## config.mk

```make
export PLATFORM = sky130hd
export DESIGN_NAME = csel_sub_seq
export DESIGN_NICKNAME = d
export VERILOG_FILES = /design/src/rtl/csel_sub_seq_pkg.sv /design/src/rtl/csel_sub_seq_slice.sv /design/src/rtl/csel_sub_seq.sv
export SDC_FILE = /design/constraint.sdc
export NUM_CORES = 1
export LEC_CHECK = 0
export ABC_AREA = 1
export CAP_MARGIN = 40
export CORE_MARGIN = 1.5
export CORE_UTILIZATION = 50
export CTS_CLUSTER_SIZE = 20
export DETAILED_ROUTE_END_ITERATION = 12
export GPL_ROUTABILITY_DRIVEN = 1
export PLACE_DENSITY = 0.77
export SLEW_MARGIN = 20
export SYNTH_ARGS = -nofsm -noshare
export SYNTH_HDL_FRONTEND = slang
export SYNTH_SLANG_ARGS = --single-unit
```

## constraint.sdc

```tcl
create_clock -name clk -period 6.34 [get_ports clk]
set_clock_uncertainty 0.05 [all_clocks]
set_input_delay 0.634 -clock clk [delete_from_list [all_inputs] [get_ports clk]]
set_output_delay 0.634 -clock clk [all_outputs]
set_load 0.01 [all_outputs]
```

## src/rtl/csel_sub_seq_pkg.sv

```systemverilog
// Shared FSM encoding and default geometry for the serial
// borrow-select subtractor.
package csel_sub_seq_pkg;

   localparam int DEF_WIDTH = 16;
   localparam int DEF_SLICE = 4;

   typedef enum logic [1:0] {
      ST_IDLE = 2'd0,
      ST_RUN  = 2'd1,
      ST_DONE = 2'd2
   } state_t;

endpackage

```

## src/rtl/csel_sub_seq_slice.sv

```systemverilog
// One SLICE-bit subtract stage: both borrow-in cases are rippled in
// parallel and the incoming borrow picks the result.
module sub_slice_sel #(
   parameter int SLICE = 4
) (
   input  logic [SLICE-1:0] x,
   input  logic [SLICE-1:0] y,
   input  logic             sel,
   output logic [SLICE-1:0] diff,
   output logic             bo
);

   logic [SLICE-1:0] w_d0;
   logic [SLICE-1:0] w_d1;
   logic [SLICE:0]   w_b0;
   logic [SLICE:0]   w_b1;

   always_comb begin
      w_d0 = '0;
      w_d1 = '0;
      w_b0 = '0;
      w_b1 = '0;
      w_b1[0] = 1'b1;
      for (int i = 0; i < SLICE; i++) begin
         w_d0[i]   = x[i] ^ y[i] ^ w_b0[i];
         w_b0[i+1] = (~x[i] & y[i]) | (~(x[i] ^ y[i]) & w_b0[i]);
         w_d1[i]   = x[i] ^ y[i] ^ w_b1[i];
         w_b1[i+1] = (~x[i] & y[i]) | (~(x[i] ^ y[i]) & w_b1[i]);
      end
   end

   assign diff = sel ? w_d1 : w_d0;
   assign bo   = sel ? w_b1[SLICE] : w_b0[SLICE];

endmodule

```

## src/rtl/csel_sub_seq.sv

```systemverilog
// Serial subtractor: one SLICE-wide borrow-select stage reused over
// NSLICE cycles, producing a - b - bin with borrow-out and overflow.
//
//   state   | meaning
//   --------+-------------------------------------------------
//   ST_IDLE | waiting for start; last result held on d/bout/ovf
//   ST_RUN  | one slice per edge, running borrow chains slices
//   ST_DONE | result valid, done pulse, back to idle next edge
module csel_sub_seq
   import csel_sub_seq_pkg::*;
#(
   parameter int WIDTH = DEF_WIDTH,
   parameter int SLICE = DEF_SLICE
) (
   input  logic             clk,
   input  logic             rst,
   input  logic             start,
   input  logic [WIDTH-1:0] a,
   input  logic [WIDTH-1:0] b,
   input  logic             bin,
   output logic [WIDTH-1:0] d,
   output logic             bout,
   output logic             ovf,
   output logic             busy,
   output logic             done
);

   localparam int NSLICE = WIDTH / SLICE;
   localparam int IW     = (NSLICE > 1) ? $clog2(NSLICE) : 1;

   state_t           r_state;
   state_t           w_next;
   logic [WIDTH-1:0] r_a;
   logic [WIDTH-1:0] r_b;
   logic             r_borrow;
   logic [IW-1:0]    r_idx;
   logic [SLICE-1:0] w_x;
   logic [SLICE-1:0] w_y;
   logic [SLICE-1:0] w_diff;
   logic             w_bo;
   logic             w_last;

   assign w_x    = r_a[r_idx*SLICE +: SLICE];
   assign w_y    = r_b[r_idx*SLICE +: SLICE];
   assign w_last = (r_idx == IW'(NSLICE - 1));

   sub_slice_sel #(.SLICE(SLICE)) u_slice (
      .x    (w_x),
      .y    (w_y),
      .sel  (r_borrow),
      .diff (w_diff),
      .bo   (w_bo)
   );

   always_ff @(posedge clk or posedge rst) begin
      if (rst) r_state <= ST_IDLE;
      else     r_state <= w_next;
   end

   always_comb begin
      w_next = r_state;
      busy   = 1'b0;
      done   = 1'b0;
      case (r_state)
         ST_IDLE: if (start) w_next = ST_RUN;
         ST_RUN: begin
            busy = 1'b1;
            if (w_last) w_next = ST_DONE;
         end
         ST_DONE: begin
            busy   = 1'b1;
            done   = 1'b1;
            w_next = ST_IDLE;
         end
         default: w_next = ST_IDLE;
      endcase
   end

   always_ff @(posedge clk or posedge rst) begin
      if (rst) begin
         r_a      <= '0;
         r_b      <= '0;
         r_borrow <= 1'b0;
         r_idx    <= '0;
         d        <= '0;
         bout     <= 1'b0;
         ovf      <= 1'b0;
      end else if (r_state == ST_IDLE && start) begin
         r_a      <= a;
         r_b      <= b;
         r_borrow <= bin;
         r_idx    <= '0;
      end else if (r_state == ST_RUN) begin
         d[r_idx*SLICE +: SLICE] <= w_diff;
         r_borrow <= w_bo;
         r_idx    <= r_idx + IW'(1);
         // overflow uses the MSB of the slice being written, not the stale d
         if (w_last) begin
            r_idx <= '0;
            bout  <= w_bo;
            ovf   <= (r_a[WIDTH-1] != r_b[WIDTH-1]) && (w_diff[SLICE-1] != r_a[WIDTH-1]);
         end
      end
   end

endmodule
```

Word level (Yosys, flattened, before mapping)
Cells that the tools add are included.
Widths: inputs -> output; s select.
{"block": "word_totals", "regBits": 55}
{"block": "classes", "n_eq_ne": 7, "mux": 13, "reduce_logical": 8, "n_bitwise": 36, "n_addsub": 2, "shifts": 4}
{"cell": "$neg 4->34", "n": 1}
{"cell": "$shift 4x34->16 const A", "n": 1}
{"cell": "$shiftx 4x34->16", "n": 1}
{"cell": "$shiftx 16x5->4", "n": 2}
{"cell": "$bwmux 16", "n": 1}
{"cell": "$and 1x1->1", "n": 10}
{"cell": "$mux 2", "n": 5}
{"cell": "$xor 1x1->1", "n": 10}
{"cell": "$not 1->1", "n": 9}
{"cell": "$or 1x1->1", "n": 7}
{"cell": "$mux 1", "n": 5}
{"cell": "$eq 2x2->1 const B", "n": 2}
{"cell": "$mux 4", "n": 1}
{"cell": "$ne 2x2->1 const B", "n": 2}
{"cell": "$pmux 2 s2", "n": 1}
{"cell": "$reduce_and 2->1", "n": 2}
{"cell": "$reduce_and 3->1", "n": 1}
{"cell": "$add 2x1->2 const B", "n": 1}
{"cell": "$eq 2x1->1 const B", "n": 1}
{"cell": "$logic_and 1x1->1", "n": 2}
{"cell": "$logic_not 2->1", "n": 1}
{"cell": "$ne 1x1->1", "n": 2}
{"cell": "$reduce_bool 2->1", "n": 1}
{"cell": "$reduce_or 2->1", "n": 1}

Logic depth before layout (Yosys ltp)
{"block": "depth", "ltp_word": 13, "ltp_mapped": 16, "depth_no_buf": 16}

Cells and area by module
From an unflattened synthesis, not the netlist that was laid out.
{"block": "unflattened", "cells_unflattened": 344, "area_unflattened_um2": 2805.2}
{"module": "csel_sub_seq", "area_each_um2": 2652.5, "cells_per_inst": 321, "n_inst": 1}
{"module": "sub_slice_sel", "area_each_um2": 152.6, "cells_per_inst": 23, "n_inst": 1}

Least setup slack after synthesis
No wires, ideal clock.
{"block": "synth_timing", "path_kind": "reg-to-reg", "start": "register r_idx[1]", "end": "register ovf", "path_stages_with_launch": 17, "setup_time_ns": 0.117, "arrival_time_ns": 2.714, "slack_ns": 3.458, "synth_period_minus_slack_ns": 2.882, "path_cell_list": "dfrtp_1 > buf_2 > inv_2 > o211ai_1 > nand2_1 > inv_1 > ha_1 > nand2_1 > o21ai_0 > fa_1 > fa_1 > inv_1 > fa_1 > inv_1 > o21ai_0 > nand3_1 > nand2_1"}
{"block": "synth_between", "elab_chain_cells": 12, "word_cells_on_any_way": 31}
{"element": "from (decl)", "line_no": "csel_sub_seq.sv:36", "text": "logic [IW-1:0] r_idx;"}
{"element": "from (signal assigned)", "line_no": "csel_sub_seq.sv:96", "text": "r_idx <= r_idx + IW'(1);"}
{"element": "$shiftx 16x5->4 (on tied branches)", "line_no": "csel_sub_seq.sv:43, csel_sub_seq.sv:44"}
{"element": "$not 1->1 or $xor 1x1->1 (tied branches)"}
{"element": "$and 1x1->1 or $not 1->1 (tied branches)", "line_no": "csel_sub_seq_slice.sv:26, csel_sub_seq_slice.sv:28"}
{"element": "$or 1x1->1", "line_no": "csel_sub_seq_slice.sv:28", "text": "w_b1[i+1] = (~x[i] & y[i]) | (~(x[i] ^ y[i]) & w_b1[i]);"}
{"element": "$and 1x1->1", "line_no": "csel_sub_seq_slice.sv:28"}
{"element": "$or 1x1->1", "line_no": "csel_sub_seq_slice.sv:28"}
{"element": "$and 1x1->1", "line_no": "csel_sub_seq_slice.sv:28"}
{"element": "$or 1x1->1", "line_no": "csel_sub_seq_slice.sv:28"}
{"element": "$xor 1x1->1", "line_no": "csel_sub_seq_slice.sv:27", "text": "w_d1[i] = x[i] ^ y[i] ^ w_b1[i];"}
{"element": "$mux 4", "line_no": "csel_sub_seq_slice.sv:32", "text": "assign diff = sel ? w_d1 : w_d0;"}
{"element": "$ne 1x1->1", "line_no": "csel_sub_seq.sv:101", "text": "ovf <= (r_a[WIDTH-1] != r_b[WIDTH-1]) && (w_diff[SLICE-1] != r_a[WIDTH-1]);"}
{"element": "$logic_and 1x1->1", "line_no": "csel_sub_seq.sv:101"}
{"element": "to (signal assigned)", "line_no": "csel_sub_seq.sv:101"}
{"element": "to (decl)", "line_no": "csel_sub_seq.sv:23", "text": "output logic ovf,"}
Parallel ways exist; a longest one is shown, timed or not.
A chain may end at the register's enable or synchronous reset.

Worst setup path in the final report
{"block": "layout_timing", "start": "register r_idx[0]", "end": "register d[15]"}
{"block": "layout_between", "elab_chain_cells": 12, "word_cells_on_any_way": 35}
{"element": "$shiftx 16x5->4 (on tied branches)", "line_no": "csel_sub_seq.sv:43, csel_sub_seq.sv:44"}
{"element": "$not 1->1 or $xor 1x1->1 (tied branches)"}
{"element": "$and 1x1->1 or $not 1->1 (tied branches)", "line_no": "csel_sub_seq_slice.sv:26, csel_sub_seq_slice.sv:28"}
{"element": "$or 1x1->1", "line_no": "csel_sub_seq_slice.sv:28"}
{"element": "$and 1x1->1", "line_no": "csel_sub_seq_slice.sv:28"}
{"element": "$or 1x1->1", "line_no": "csel_sub_seq_slice.sv:28"}
{"element": "$and 1x1->1", "line_no": "csel_sub_seq_slice.sv:28"}
{"element": "$or 1x1->1", "line_no": "csel_sub_seq_slice.sv:28"}
{"element": "$xor 1x1->1", "line_no": "csel_sub_seq_slice.sv:27"}
{"element": "$mux 4", "line_no": "csel_sub_seq_slice.sv:32"}
{"element": "$shiftx 4x34->16", "line_no": "csel_sub_seq.sv:94", "text": "d[r_idx*SLICE +: SLICE] <= w_diff;"}
{"element": "$bwmux 16 (*)", "line_no": "csel_sub_seq.sv:94"}
{"element": "to (signal, indexed assignment)", "line_no": "csel_sub_seq.sv:94"}
{"element": "to (decl)", "line_no": "csel_sub_seq.sv:21", "text": "output logic [WIDTH-1:0] d,"}
Every way passes the cells marked *; elsewhere a longest branch is shown, timed or not.

==> flow_metrics.env <==
export IMPL_outcome="completed"
export IMPL_die_h_um=76.5
export IMPL_cts_tree="built"
export IMPL_rsz0062_at_grt="no"
export IMPL_max_cap_viol_count=0
export IMPL_portBuffers=55
export IMPL_via_per_inst=4.90
export IMPL_ir_drop_v=0.000222
export IMPL_rr_endpoint="d[15]$_DFFE_PP0P_"
export IMPL_cts_buffer_depth=2
export IMPL_overflow=0
export IMPL_syn_nets=380
export IMPL_grt_pass1_wl_um=9580
export IMPL_grt_start_max_net_pins=46
export IMPL_cp_data_required_time_ps=6520
export IMPL_synth_area_leaders="dfrtp_1 51%, nand2_1 21%, o21ai_0 5.7%, ha_1 5.6%, inv_1 3.8%"
export IMPL_rows=26
export IMPL_antenna_left=0
export IMPL_cts_resized_gates=0
export IMPL_synth_largest_area_cell="dfrtp_1"
export IMPL_finalNetCount=432
export IMPL_syn_area_um2=2700
export IMPL_regToRegSetupSlack_ps=2780
export IMPL_diodes=0
export IMPL_die_area_um2=5850
export IMPL_fin_crit_ps=3560
export IMPL_cts_made_buffers=5
export IMPL_hold_buffers=0
export IMPL_p_per_area_nw_per_um2=501
export IMPL_dp_final_hpwl_um=4140
export IMPL_antenna_found_initial=0
export IMPL_hold_violations=0
export IMPL_synth_seq_cells=55
export IMPL_die_x_um=76.5
export IMPL_clk_latency_ps=300
export IMPL_syn_to_final_growth_pct=24.7
export IMPL_placed_cells_incl_taps=444
export IMPL_grt_pass1_vias=2088
export IMPL_final_max_slew_violation_count=0
export IMPL_dr_pass1_iters=4
export IMPL_tns_ps=0
export IMPL_hold_class="reg -> reg"
export IMPL_wl_per_cell_um=12.3
export IMPL_place_area_um2=3280
export IMPL_r2r_start="r_idx[0]$_DFFE_PP0P_"
export IMPL_wirelength_um=5560
export IMPL_nFillCells=488
export IMPL_fin_hold_ws_ps=437
export IMPL_min_from="d[2]$_DFFE_PP0P_"
export IMPL_holdPathEnd="d[2]$_DFFE_PP0P_"
export IMPL_min_path_cells=2
export IMPL_worstSetupPathType="reg -> reg"
export IMPL_postCtsSetupRepairBufs=0
export IMPL_critPathLaunchType="register"
export IMPL_post_route_period_util_pct=56.2
export IMPL_cp_end_kind="register"
export IMPL_synth_top_area_share_pct=51.0
export IMPL_grt_usage_pct=20.5
export IMPL_synth_distinct_cells=23
export IMPL_p_leak_nw=1.66
export IMPL_setup_viol=0
export IMPL_drt_iter0_markers=179
export IMPL_vias=2215
export IMPL_synth_seq_area_share_pct=51.0
export IMPL_layout_drive_gt1_share_pct=3.93
export IMPL_worst_pin_slew_ps=634
export IMPL_avgSynthCellArea_um2=8.20
export IMPL_r2r_cells=15
export IMPL_clock_sinks=55
export IMPL_crit_arrival_ps=3740
export IMPL_coreArea_um2=5140
export IMPL_cts_root_buf="clkbuf_8"
export IMPL_syn_inst=329
export IMPL_slew_headroom_pct=57.6
export IMPL_crit_path_max_fanout=29
export IMPL_clk_pin_slew_ps=100
export IMPL_final_area_um2=3370
export IMPL_ios=56
export IMPL_gp_congestion=0.785
export IMPL_drcViolationCount=0
export IMPL_initial_core_util_pct=52.5
export IMPL_cts_htree_levels=2
export IMPL_ys_warn_count=0
export IMPL_final_instance_count_excl_fill=452
export IMPL_max_freq_mhz=281
[registers in the layout (all words and copies together) (netlist names)]
name,cells
d,16
r_a,16
r_b,16
r_idx,2
r_state,2
bout,1
ovf,1
r_borrow,1
[layout make-up]
type	count	area, um2	area share, %
clock buffers	6	72.6	2.16
flip-flops and latches	55	1380	40.9
well taps	70	87.6	2.60
multi-input cells	232	1130	33.5
clock inverters	2	12.5	0.372
inverters	31	119	3.53
repair buffers	56	571	17.0
[through the flow]
stage	util (%)	power [W]	setup WS, ps
after global placement	63.4	0.00146	3020
after CTS	65.5	0.00169	2810
after detailed placement	63.8	0.00150	2840
after floorplan	-	0.00120	3460
after global routing	65.5	0.00184	2550
final	65.5	0.00169	2780
[worst max-delay path, stage by stage, from the launching register on]
cell and delay (ps):
dfrtp_1 750, inv_4 250, nand2_1 130, o211ai_1 100
nand2_1 100, inv_1 50, ha_1 170, nand2_1 50
o21ai_0 100, fa_1 400, fa_1 370, inv_1 90
fa_1 430, inv_1 140, nand3_1 110, o21ai_0 200
[synth_stat cells]
library cell / count
a21oi_2: 1
inv_4: 1
nor2_1: 5
nand4_1: 3
buf_2: 5
nand3_1: 12
inv_2: 2
nor3_2: 1
nand2_2: 1
inv_1: 27
nand2_1: 149
o211ai_1: 4
ha_1: 12
buf_6: 2
fa_1: 3
o21ai_0: 31
buf_1: 2
a21oi_1: 7
clkbuf_8: 1
o21ai_1: 3
dfrtp_1: 55
buf_4: 1
clkinv_1: 1
[kinds of logic after synthesis]
logic type               share of synthesized area (%)
buffers and inverters                             7.23
AO/OA/AOI/OAI                                     9.04
flip-flops                                        51.0
AND/OR/NAND/NOR                                   24.9
adder cells (fa/ha/maj)                           7.79
[cell usage in the layout, fill, tap and decap left out]
cell type	count
nand4_1	3
clkbuf_1	1
a21oi_1	7
nor3_2	1
nand2_2	1
dfrtp_1	55
o21ai_0	31
o21ai_1	3
clkinvlp_4	1
inv_2	3
o211ai_1	4
nand2_1	149
clkinv_1	1
clkdlybuf4s50_1	55
inv_1	26
inv_4	1
fa_1	3
a21oi_2	1
buf_12	1
nand3_1	12
clkinv_2	1
ha_1	12
nor2_1	5
clkbuf_8	5
[how the worst max path moves through the flow]
stage	start	endpoint	slack, ps	cells after the start
final	r_idx[0]$_DFFE_PP0P_	d[15]$_DFFE_PP0P_	2780	15
after detailed placement	r_idx[0]$_DFFE_PP0P_	d[7]$_DFFE_PP0P_	2840	15
after CTS	r_idx[0]$_DFFE_PP0P_	d[15]$_DFFE_PP0P_	2810	15
after global placement	r_idx[0]$_DFFE_PP0P_	d[7]$_DFFE_PP0P_	3020	13
after global routing	r_idx[0]$_DFFE_PP0P_	d[7]$_DFFE_PP0P_	2550	15
after floorplan	r_idx[1]$_DFFE_PP0P_	ovf$_DFFE_PP0P_	3460	16
[metal layers]
layer	share of wire [%]	vias to the layer above	global-route usage [%]
met4	1.2	0	5.37
met1	46	1007	27.6
met3	5.6	7	5.51
met5	0	-	0
li1	-	1130	-
met2	47	71	32.9
[power by group]
group	switching [W]	internal [W]	total, W
logic	0.000531	0.000352	0.000883
clock network	0.000112	0.0000775	0.000189
registers	0.000109	0.000505	0.000614
total	0.000751	0.000935	0.00169
Note: power is estimated with default switching activity, not from simulation.
